===== config.mk =====
export PLATFORM = sky130hd
export DESIGN_NAME = count_sequencer_flat
export DESIGN_NICKNAME = d
export VERILOG_FILES = /design/src/rtl/count_sequencer_if.sv /design/src/rtl/count_sequencer.sv /design/src/flat_wrapper.sv
export SDC_FILE = /design/constraint.sdc
export NUM_CORES = 1
export LEC_CHECK = 0
export BUFFER_PORTS_ARGS = -buffer_cell sky130_fd_sc_hd__buf_2
export CAP_MARGIN = 40
export CORE_MARGIN = 4
export CORE_UTILIZATION = 50
export CTS_CLUSTER_DIAMETER = 120
export DETAILED_ROUTE_END_ITERATION = 16
export PLACE_DENSITY = 0.76
export RECOVER_POWER = 50
export SLEW_MARGIN = 25
export SYNTH_ARGS = -nofsm -noshare
export SYNTH_HDL_FRONTEND = slang
export SYNTH_SLANG_ARGS = --single-unit
export TNS_END_PERCENT = 10

===== constraint.sdc =====
create_clock -name clk -period 2.2 [get_ports clk]
set_clock_uncertainty 0.15 [all_clocks]
set_input_delay 0.22 -clock clk [delete_from_list [all_inputs] [get_ports clk]]
set_output_delay 0.22 -clock clk [all_outputs]
set_load 0.005 [all_outputs]

===== src/rtl/count_sequencer_if.sv =====
// Host-side bus of the count sequencer: run control inputs and counter status outputs.
interface count_sequencer_if #(
  parameter int WIDTH = 5
);
  logic             start;
  logic [WIDTH-1:0] load_val;
  logic [WIDTH-1:0] term_val;
  logic             pause;
  logic             abort;
  logic [WIDTH-1:0] count;
  logic             busy;
  logic             done;
  logic [2:0]       state;

  modport master (
    output start, load_val, term_val, pause, abort,
    input  count, busy, done, state
  );

  modport slave (
    input  start, load_val, term_val, pause, abort,
    output count, busy, done, state
  );
endinterface


===== src/rtl/count_sequencer.sv =====
// Run controller for an up-counter: load preset, count to a captured terminal, pulse done.
// Optional COUNT_SEQ_AUTORELOAD_EN: DONE returns to LOAD and free-runs until abort.
//
// state | meaning
// IDLE  | waiting for start, count held
// LOAD  | one cycle, count takes the captured preset
// RUN   | counting up toward the captured terminal
// HOLD  | paused, count held
// DONE  | one cycle completion pulse
module count_sequencer #(
  parameter int               WIDTH     = 5,
  parameter logic [WIDTH-1:0] RESET_VAL = WIDTH'(5'h11)
) (
  input logic              clk,
  input logic              reset,
  count_sequencer_if.slave bus
);

  typedef enum logic [2:0] {
    S_IDLE = 3'd0,
    S_LOAD = 3'd1,
    S_RUN  = 3'd2,
    S_HOLD = 3'd3,
    S_DONE = 3'd4
  } state_t;

  state_t           state_q;
  state_t           state_d;
  logic [WIDTH-1:0] count_q;
  logic [WIDTH-1:0] count_d;
  logic [WIDTH-1:0] preset_q;
  logic [WIDTH-1:0] term_q;
  logic             busy_q;
  logic             busy_d;
  logic             done_q;
  logic             done_d;

  always_ff @(posedge clk or posedge reset) begin
    if (reset) begin
      state_q <= S_IDLE;
    end else begin
      state_q <= state_d;
    end
  end

  always_comb begin
    state_d = state_q;
    case (state_q)
      S_IDLE: if (bus.start) state_d = S_LOAD;
      S_LOAD: state_d = bus.abort ? S_IDLE : S_RUN;
      S_RUN: begin
        if (bus.abort)                state_d = S_IDLE;
        else if (count_q == term_q)   state_d = S_DONE;
        else if (bus.pause)           state_d = S_HOLD;
        else                          state_d = S_RUN;
      end
      S_HOLD: begin
        if (bus.abort)       state_d = S_IDLE;
        else if (!bus.pause) state_d = S_RUN;
        else                 state_d = S_HOLD;
      end
      S_DONE: begin
`ifdef COUNT_SEQ_AUTORELOAD_EN
        state_d = bus.abort ? S_IDLE : S_LOAD;
`else
        state_d = S_IDLE;
`endif
      end
      default: state_d = S_IDLE;
    endcase
  end

  // Outputs are computed from the next state so they can be registered alongside it.
  always_comb begin
    count_d = count_q;
    if (state_q == S_LOAD) begin
      count_d = preset_q;
    end else if (state_q == S_RUN && state_d == S_RUN) begin
      count_d = count_q + WIDTH'(1);
    end
    busy_d = (state_d != S_IDLE);
    done_d = (state_d == S_DONE);
  end

  always_ff @(posedge clk or posedge reset) begin
    if (reset) begin
      count_q  <= RESET_VAL;
      busy_q   <= 1'b0;
      done_q   <= 1'b0;
      preset_q <= '0;
      term_q   <= '0;
    end else begin
      count_q <= count_d;
      busy_q  <= busy_d;
      done_q  <= done_d;
      if (state_q == S_IDLE && bus.start) begin
        preset_q <= bus.load_val;
        term_q   <= bus.term_val;
      end
    end
  end

  assign bus.count = count_q;
  assign bus.busy  = busy_q;
  assign bus.done  = done_q;
  assign bus.state = state_q;

endmodule


===== src/flat_wrapper.sv =====
// flat-port wrapper written by rule: the top's interface ports become plain ports
module count_sequencer_flat 
#(
  parameter int               WIDTH     = 5,
  parameter logic [WIDTH-1:0] RESET_VAL = WIDTH'(5'h11)
)
  (clk, reset, bus_start, bus_load_val, bus_term_val, bus_pause, bus_abort, bus_count, bus_busy, bus_done, bus_state);
  count_sequencer_if #(.WIDTH(WIDTH)) bus_i ();
  input logic clk;
  input logic reset;
  input wire logic [$bits(bus_i.start)-1:0] bus_start;
  input wire logic [$bits(bus_i.load_val)-1:0] bus_load_val;
  input wire logic [$bits(bus_i.term_val)-1:0] bus_term_val;
  input wire logic [$bits(bus_i.pause)-1:0] bus_pause;
  input wire logic [$bits(bus_i.abort)-1:0] bus_abort;
  output wire logic [$bits(bus_i.count)-1:0] bus_count;
  output wire logic [$bits(bus_i.busy)-1:0] bus_busy;
  output wire logic [$bits(bus_i.done)-1:0] bus_done;
  output wire logic [$bits(bus_i.state)-1:0] bus_state;
  assign bus_i.start = bus_start;
  assign bus_i.load_val = bus_load_val;
  assign bus_i.term_val = bus_term_val;
  assign bus_i.pause = bus_pause;
  assign bus_i.abort = bus_abort;
  assign bus_count = bus_i.count;
  assign bus_busy = bus_i.busy;
  assign bus_done = bus_i.done;
  assign bus_state = bus_i.state;
  count_sequencer #(.WIDTH(WIDTH), .RESET_VAL(RESET_VAL)) u_core (.clk(clk), .reset(reset), .bus(bus_i));
endmodule

* Yosys cells after proc, flatten, opt, wreduce, memory -nomap -nowiden
Cells that the tools add are included.
** Operators by class
- $add $sub $neg :: 1
- Equality and inequality tests :: 6
- Muxes and demuxes :: 9
- Reductions and logical operators :: 5
** Operators by type and width (number)
- two-way mux 3 bit :: 4
- case mux 3 bit (4 select lines) :: 1
- two-way mux 5 bit :: 2
- equality test 3 x 2 -> 1 bit, second input constant :: 3
- adder 5 x 1 -> 5 bit, second input constant :: 1
- equality test 5 bit :: 1
- equality test 3 x 1 -> 1 bit, second input constant :: 1
- equality test 3 bit, second input constant :: 1
- logical NOT 3 bit :: 1
- nonzero test 3 bit :: 1
- logical AND 1 bit :: 2
- two-way mux 2 bit :: 1
- nonzero test 2 bit :: 1
- two-way mux 1 bit :: 1
** Storage, ports and cells
- Flip-flop bits (word level) :: 20

* Logic depth before layout (Yosys ltp)
Gate-level depths: netlist of the first run.
- Depth after elaboration :: 8
- Gate-level depth with buffers :: 6

* Worst setup path after synthesis of the first run
No wires, ideal clock.
- Path type :: flip-flop to flip-flop
- From :: register u_core.state_q[0] (netlist: u_core.bus.state[0])
- To :: register u_core.count_q[3] (netlist: u_core.bus.count[3])
- Library setup time :: 130 ps
- Arrival :: 1524 ps
- Data required time :: 1920 ps
- Setup slack :: 396 ps
- Cell stages (with the launch flop) :: 6
- Path buffers :: 1
- Cell sequence :: dfrtp_1 > or4_1 > buf_2 > a211oi_2 > xnor2_1 > a21oi_1
** Between the ends
- Cells in the longest elaborated chain, start to end :: 5
** RTL lines
- start: declaration :: RTL line count_sequencer.sv:27 : state_t state_q;
- start signal: assignment :: RTL line count_sequencer.sv:42 : state_q <= state_d;
- equality test 3 x 2 -> 1 bit, or another cell as far along :: RTL line count_sequencer.sv:48 : case (state_q)
- case mux 3 bit (4 select lines) :: RTL line count_sequencer.sv:48
- equality test 3 x 2 -> 1 bit :: RTL line count_sequencer.sv:78 : end else if (state_q == S_RUN && state_d == S_RUN) begin
- logical AND 1 bit :: RTL line count_sequencer.sv:78
- nonzero test 2 bit (no line)
- end signal: assignment :: RTL line count_sequencer.sv:93 : count_q <= count_d;
- end: declaration :: RTL line count_sequencer.sv:29 : logic [WIDTH-1:0] count_q;
Parallel ways exist; a longest one is shown, timed or not.
A chain may end at the register's enable or synchronous reset.

* Worst setup path in the final report of the first run
- From :: input bus_abort
- To :: register u_core.count_q[1] (netlist: u_core.bus.count[1])
** Between the ends
- Cells in the longest elaborated chain, start to end :: 5
** RTL lines
- start: declaration :: RTL line flat_wrapper.sv:15 : input wire logic [$bits(bus_i.abort)-1:0] bus_abort;
- two-way mux 3 bit, or another cell as far along :: RTL line count_sequencer.sv:58 : if (bus.abort) state_d = S_IDLE;
- case mux 3 bit (4 select lines) * :: RTL line count_sequencer.sv:48
- equality test 3 x 2 -> 1 bit * :: RTL line count_sequencer.sv:78
- logical AND 1 bit * :: RTL line count_sequencer.sv:78
- nonzero test 2 bit (no line) *
Mark *: on every way between the ends. The rest lies on a longest branch, timed or not.

==> results.cfg, run 1 <==
[run_status]
status = complete, no violations

[timing]
finalCriticalPeriod_ns = 2.11
rsz0062_at_grt = false
drv_slew = 0
worstMarginPinSlew_ns = 1.00
hold_violations = 0
finalSetupViolCount = 0
fmax_mhz = 473
period_share = 0.961
slew_headroom = 0.331
setup_tns_ns = 0

[logic_synthesis]
ys.flop_type = dfrtp_1
netlist_area_um2 = 971
synth_edf_count = 0
syn-num-nets = 100
ys_warn_count = 0
yosysTopAreaCell = dfrtp_1
synth-seq-cells = 20
synth_top_area_share = 0.464
synth_cell_types = 24
avgSynthCellArea_um2 = 11.6
syn_inst = 84
ys_async_sr_fraction = 1.00
ys_seq_area_frac = 0.518
synthTopCellsByArea = dfrtp_1 46%, mux2_2 8.1%, dfstp_2 5.4%

[worst_setup_path]
worst-endpoint-arrival_ns = 2.18
r2r-end = u_core.bus.count[1]
r2r-start = u_core.bus.state[2]
required_ns = 2.27
crit_type = input pin to register
cp-start-kind = input pin
startpoint = bus_abort
worst_path_max_delay_cell = or4_1
critPathCaptureType = register
timing.reg2reg.setup_slack_ns = 0.20
crit_path_max_incr_delay_ns = 0.69
cp_max_fo = 7
crit_path_cell_trace = dlygate4sd3_1, buf_2, or4_1, nand2b_1, o311ai_1, a221oi_1
r2r_cells = 5

[min_path]
hold_path.class = input pin to register
holdPathEnd = u_core.term_q[1]
min-delay-start = bus_term_val[1]
hold_depth = 2

[die]
io_pins = 25
core_mm2 = 0.00178
start_util = 0.545
die_x_um = 52.1
die_h_um = 52.1
rows = 15
dieArea_mm2 = 0.00271

[placed_design]
dp.cells = 133
place_congestion = 0.863
port_buffers = 24
hpwl_um = 1540
placed_area_mm2 = 0.00113

[clock_tree]
cts.sinks = 20
cts_setup_buffers = 0
clkTransAtPathRegs_ns = 0.12
clock_latency_ns = 0.31
cts_max_path_buffers = 2
cts_tree = yes
root_buffer = clkbuf_4
numCtsBuffers = 3
cts_max_level = 1

[grt]
grt-ovfl-total = 0
track_usage = 0.193
grt_pass1_vias = 835
grt_max_degree = 21
grt_pass1_wl_um = 3710
antenna_found_initial = 0

[routing]
vias = 757
via_per_inst = 5.05
drtIter0Drc = 26
drc = 0
wl_um = 2110
post_drt_wl_per_cell_um = 14.1
ant_nets = 0
dr.pass1.iters = 4

[power]
p_clk_frac = 0.189
irDropWorstVdd_v = 0.000714
seq_power_share = 0.421
p_sw_frac = 0.365
p_int_mw = 1.00
p_per_area_mw_per_mm2 = 1210
switchingPower_mw = 0.579
leakage_nw = 0.577
comb_power_share = 0.390

[layout]
design_area_mm2 = 0.00131
final_common_cell = buf_2
fillers = 123
final_nets = 142
seq_area_um2 = 503
final_cell_mix = 23 x buf_2, 18 x dfrtp_1, 12 x dlygate4sd3_1
multi_input_area_um2 = 453
area_growth_pct = 34.8
n_antenna_cell = 0
drive_gt1_frac = 0.352
layout.cells.non_filler = 150

[run]
cap_violations = 0
power by group through the flow:
stage               clock [mW]  combinational [mW]  sequential [mW]
CTS                      0.306               0.624            0.667
global placement             0               0.579            0.661
floorplan                    0               0.431            0.649
finish                   0.299               0.617            0.667
detailed placement           0               0.606            0.676
global route             0.322               0.693            0.691
cell usage after synthesis, types with 3 or more instances:
master	instances
inv_1	3
a211oi_2	3
nor3_1	4
mux2_2	7
nor2_1	11
dfrtp_1	18
xnor2_1	4
nand2_1	4
mux2_1	3
xor2_1	5
a21oi_1	6
sequential cells by signal (all words and copies together), names as in the netlist:
name	cells
u_core.term_q	5
u_core.bus.done	1
u_core.bus.busy	1
u_core.preset_q	5
u_core.bus.count	5
u_core.bus.state	3
layout make-up:
cell class,count,share of cell area
well taps,25,0.0239
multi-input cells,59,0.346
inverters,3,0.00860
clock buffers,3,0.0172
clock inverters,1,0.0229
flip-flops and latches,20,0.384
repair buffers,39,0.197
worst max-delay path, delay by kind of cell:
kind | cells | cell delay [ns]
AND/OR/NAND/NOR | 2 | 0.85
buffers and inverters | 2 | 0.70
AO/OA/AOI/OAI | 2 | 0.41
kinds of logic (layout without fill, tap and decap cells):
| family | after synthesis | count (layout) | synth area share |
|---|---|---|---|
| simple gates | 26 | 26 | 0.148 |
| flops | 20 | 20 | 0.518 |
| fa+ha+maj | 1 | 1 | 0.0129 |
| xor+xnor | 9 | 9 | 0.0812 |
| buf+inv | 5 | 46 | 0.0219 |
| mux | 10 | 10 | 0.116 |
| compound gates | 13 | 13 | 0.102 |
routing by layer:
| layer | global-route usage | wire length [um] |
|---|---|---|
| met4 | 0.105 | 48 |
| met2 | 0.349 | 1160 |
| met1 | 0.210 | 801 |
| met3 | 0.0344 | 106 |
| met5 | 0 | 0 |
timing repair:
action                                 CTS  global route
endpoints found under the hold margin   30             1
resized for setup                        0             0
hold buffers                            11             1
worst max-delay path by stage:
stage                           to  depth (start not counted)  slack (ns)
6_report       u_core.bus.count[1]                          6        0.09
2_1_floorplan  u_core.bus.count[3]                          5        0.40
3_3_place_gp   u_core.bus.count[3]                          5        0.31
4_1_cts        u_core.bus.count[1]                          6        0.12
5_1_grt        u_core.bus.count[1]                          6        0.08
3_5_place_dp   u_core.bus.count[1]                          5        0.21
metrics by stage:
step | hold slack [ns] | setup slack [ns] | utilization | power [mW]
global placement | 0.236 | 0.308 | 0.636 | 1.24
finish | 0.0141 | 0.0851 | 0.734 | 1.58
floorplan | 0.0323 | 0.396 | - | 1.08
detailed placement | 0.234 | 0.213 | 0.636 | 1.28
global route | 0.00361 | 0.0752 | 0.734 | 1.71
CTS | 0.00173 | 0.118 | 0.727 | 1.60
(Power assumes the default switching activity.)
==> inputs of run 2 (changes only) <==
--- a/config.mk
+++ b/config.mk
@@ -5,13 +5,14 @@
 export SDC_FILE = /design/constraint.sdc
 export NUM_CORES = 1
 export LEC_CHECK = 0
+export ABC_AREA = 1
 export BUFFER_PORTS_ARGS = -buffer_cell sky130_fd_sc_hd__buf_2
 export CAP_MARGIN = 40
 export CORE_MARGIN = 4
-export CORE_UTILIZATION = 50
+export CORE_UTILIZATION = 52
 export CTS_CLUSTER_DIAMETER = 120
 export DETAILED_ROUTE_END_ITERATION = 16
-export PLACE_DENSITY = 0.76
+export PLACE_DENSITY = 0.77
 export RECOVER_POWER = 50
 export SLEW_MARGIN = 25
 export SYNTH_ARGS = -nofsm -noshare
==> run 2 against run 1 <==
  * Die area grew 7.7%
  * Register-to-register slack gained 0.31 ns
  * Non-clock buffer count fell by 7
  * Sequential power barely moved
  * Core utilization down 4.3 points
  * Critical endpoint is now u_core.bus.count[4]
==> results.cfg, run 2 <==
[logic_synthesis]
ys_warn_count = 0
ys.flop_type = dfrtp_1
ys_async_sr_fraction = 1.00
synth_cell_types = 23
netlist_area_mm2 = 0.00110
syn_inst = 133
ys_top_cells_by_count = 38 x nand2_1, 18 x dfrtp_1, 13 x inv_1, 11 x nor2_1, 7 x nand3_1
yosysTopAreaCell = dfrtp_1
yosysMostFrequentCell = nand2_1
synthTopCellsByArea = dfrtp_1 41%, nand2_1 13%, mux2_2 5.1%
synth_edf_count = 0
synth_top_area_share = 0.409
synth-seq-cells = 20
avgSynthCellArea_um2 = 8.29
syn-num-nets = 149
ys_seq_area_frac = 0.456

[routing]
ant_nets = 0
drtIter0Drc = 9
dr.pass1.iters = 4
wl_um = 2260
drc = 0
via_per_inst = 4.88
vias = 947
post_drt_wl_per_cell_um = 11.7

[die]
start_util = 0.556
io_pins = 25
die_h_um = 54.0
rows = 16
dieArea_mm2 = 0.00292
core_mm2 = 0.00198
die_x_um = 54.0

[worst_setup_path]
crit_type = register to register
cp-start-kind = register
startpoint = u_core.bus.count[0]
r2r-start = u_core.bus.count[0]
cp_max_fo = 6
critPathCaptureType = register
required_ns = 2.30
worst-endpoint-arrival_ns = 1.79

[timing]
period_share = 0.766
slew_headroom = 0.337
drv_slew = 0
setup_tns_ns = 0
rsz0062_at_grt = false
finalCriticalPeriod_ns = 1.69
finalSetupViolCount = 0
fmax_mhz = 593
worstMarginPinSlew_ns = 0.995
hold_violations = 0

[grt]
top_usage_layer = met2
grt_pass1_vias = 939
use_met2 = 0.323
gr-usage-met3 = 0.0582
antenna_found_initial = 0
grt_max_degree = 21
track_usage = 0.181
grt-ovfl-total = 0
grt_pass1_wl_um = 3820
gr-usage-met1 = 0.203

[placed_design]
hpwl_um = 1670
port_buffers = 24
dp.cells = 182
place_congestion = 0.848

[min_path]
hold_path.class = input pin to register
min-delay-start = bus_term_val[1]

[clock_tree]
cts.sinks = 20
numCtsBuffers = 3
cts-resized-gates = 0
clock_latency_ns = 0.30
cts_tree = yes
clkTransAtPathRegs_ns = 0.12
root_buffer = clkbuf_4
cts_max_level = 1
cts_max_path_buffers = 2

[layout]
layout.cells.non_filler = 194
final_cell_mix = 38 x nand2_1, 21 x buf_2, 18 x dfrtp_1
final_common_cell = nand2_1
final_nets = 184
drive_gt1_frac = 0.323
n_antenna_cell = 0
area_growth_pct = 24.3

[power]
irDropWorstVdd_v = 0.000791
leakage_nw = 0.710
p_per_area_mw_per_mm2 = 1300

[run]
cap_violations = 0

[run_status]
status = complete, no violations
run 2: cell types whose count changed in the layout (fill, tap and decap cells not counted), sizes merged, moves of 3 or more:
cell	change
inv	+15
mux2	-5
nand3	+10
xnor2	-4
nand2	+40
dlygate4sd3	-5
nor2	+3
o21ai	+3
a211oi	-3
xor2	-5
buf	-4
run 2: worst paths after layout:
path,end,slack [ns],cells past startpoint
setup / recovery,u_core.bus.count[4],0.51,10
max in group asynchronous,u_core.term_q[0],0.65,4
min in group asynchronous,u_core.preset_q[0],0.14,3
hold reg to reg,u_core.preset_q[1],0.37,1
hold / removal,u_core.term_q[1],0.007,3
setup reg to reg,u_core.bus.count[4],0.51,10
run 2: what timing repair did:
action                    in CTS  in global routing
hold buffers                   7                  0
buffers inserted               0                  0
hold endpoints to repair      25                  0
run 2: final cells by class:
type | instances | area, um2
fill | 164 | 612
multi-input combinational | 93 | 523
sequential | 20 | 503
timing repair buffer | 32 | 190
inverter | 18 | 67.6
tap | 27 | 33.8
clock inverter | 1 | 30.0
clock buffer | 3 | 22.5
run 2: through the flow:
stage	utilization	total power [mW]	hold WS, ns	area, um2	setup slack [ns]
global placement	0.629	1.45	0.232	1250	0.566
floorplan	-	1.27	0.0323	1100	0.666
CTS	0.691	1.79	0.00507	1370	0.500
global route	0.691	1.93	0.0214	1370	0.393
finish	0.691	1.78	0.00664	1370	0.514
detailed placement	0.629	1.47	0.236	1250	0.546
run 2: worst max-delay path, cell delays in order, from the launching register on:
cell,delay (ns)
dfstp_2,0.62
inv_2,0.06
nand2_2,0.05
nand2_2,0.05
nor2_2,0.14
nand3_4,0.11
nand3_4,0.09
nand2_4,0.06
o21bai_4,0.16
nand2_1,0.08
nand2_1,0.06
run 2: routing by layer:
layer	wire (um)	vias to the layer above
met3	128	2
met5	0	-
met4	10	0
li1	-	487
met2	1160	19
met1	960	439
run 2: kinds of logic (layout without fill, tap and decap cells):
logic type,Yosys count,count (layout),share of synthesized area
buffers and inverters,20,54,0.0692
multiplexers,5,5,0.0511
AND/OR/NAND/NOR,77,77,0.354
AO/OA/AOI/OAI,10,10,0.0579
flip-flops,20,20,0.456
adder cells (fa/ha/maj),1,1,0.0113
run 2: report_power, final:
| group | internal, mW | switching [mW] | total (mW) |
|---|---|---|---|
| clock network | 0.184 | 0.119 | 0.303 |
| registers | 0.534 | 0.136 | 0.670 |
| logic | 0.334 | 0.470 | 0.804 |
| total | 1.05 | 0.725 | 1.78 |
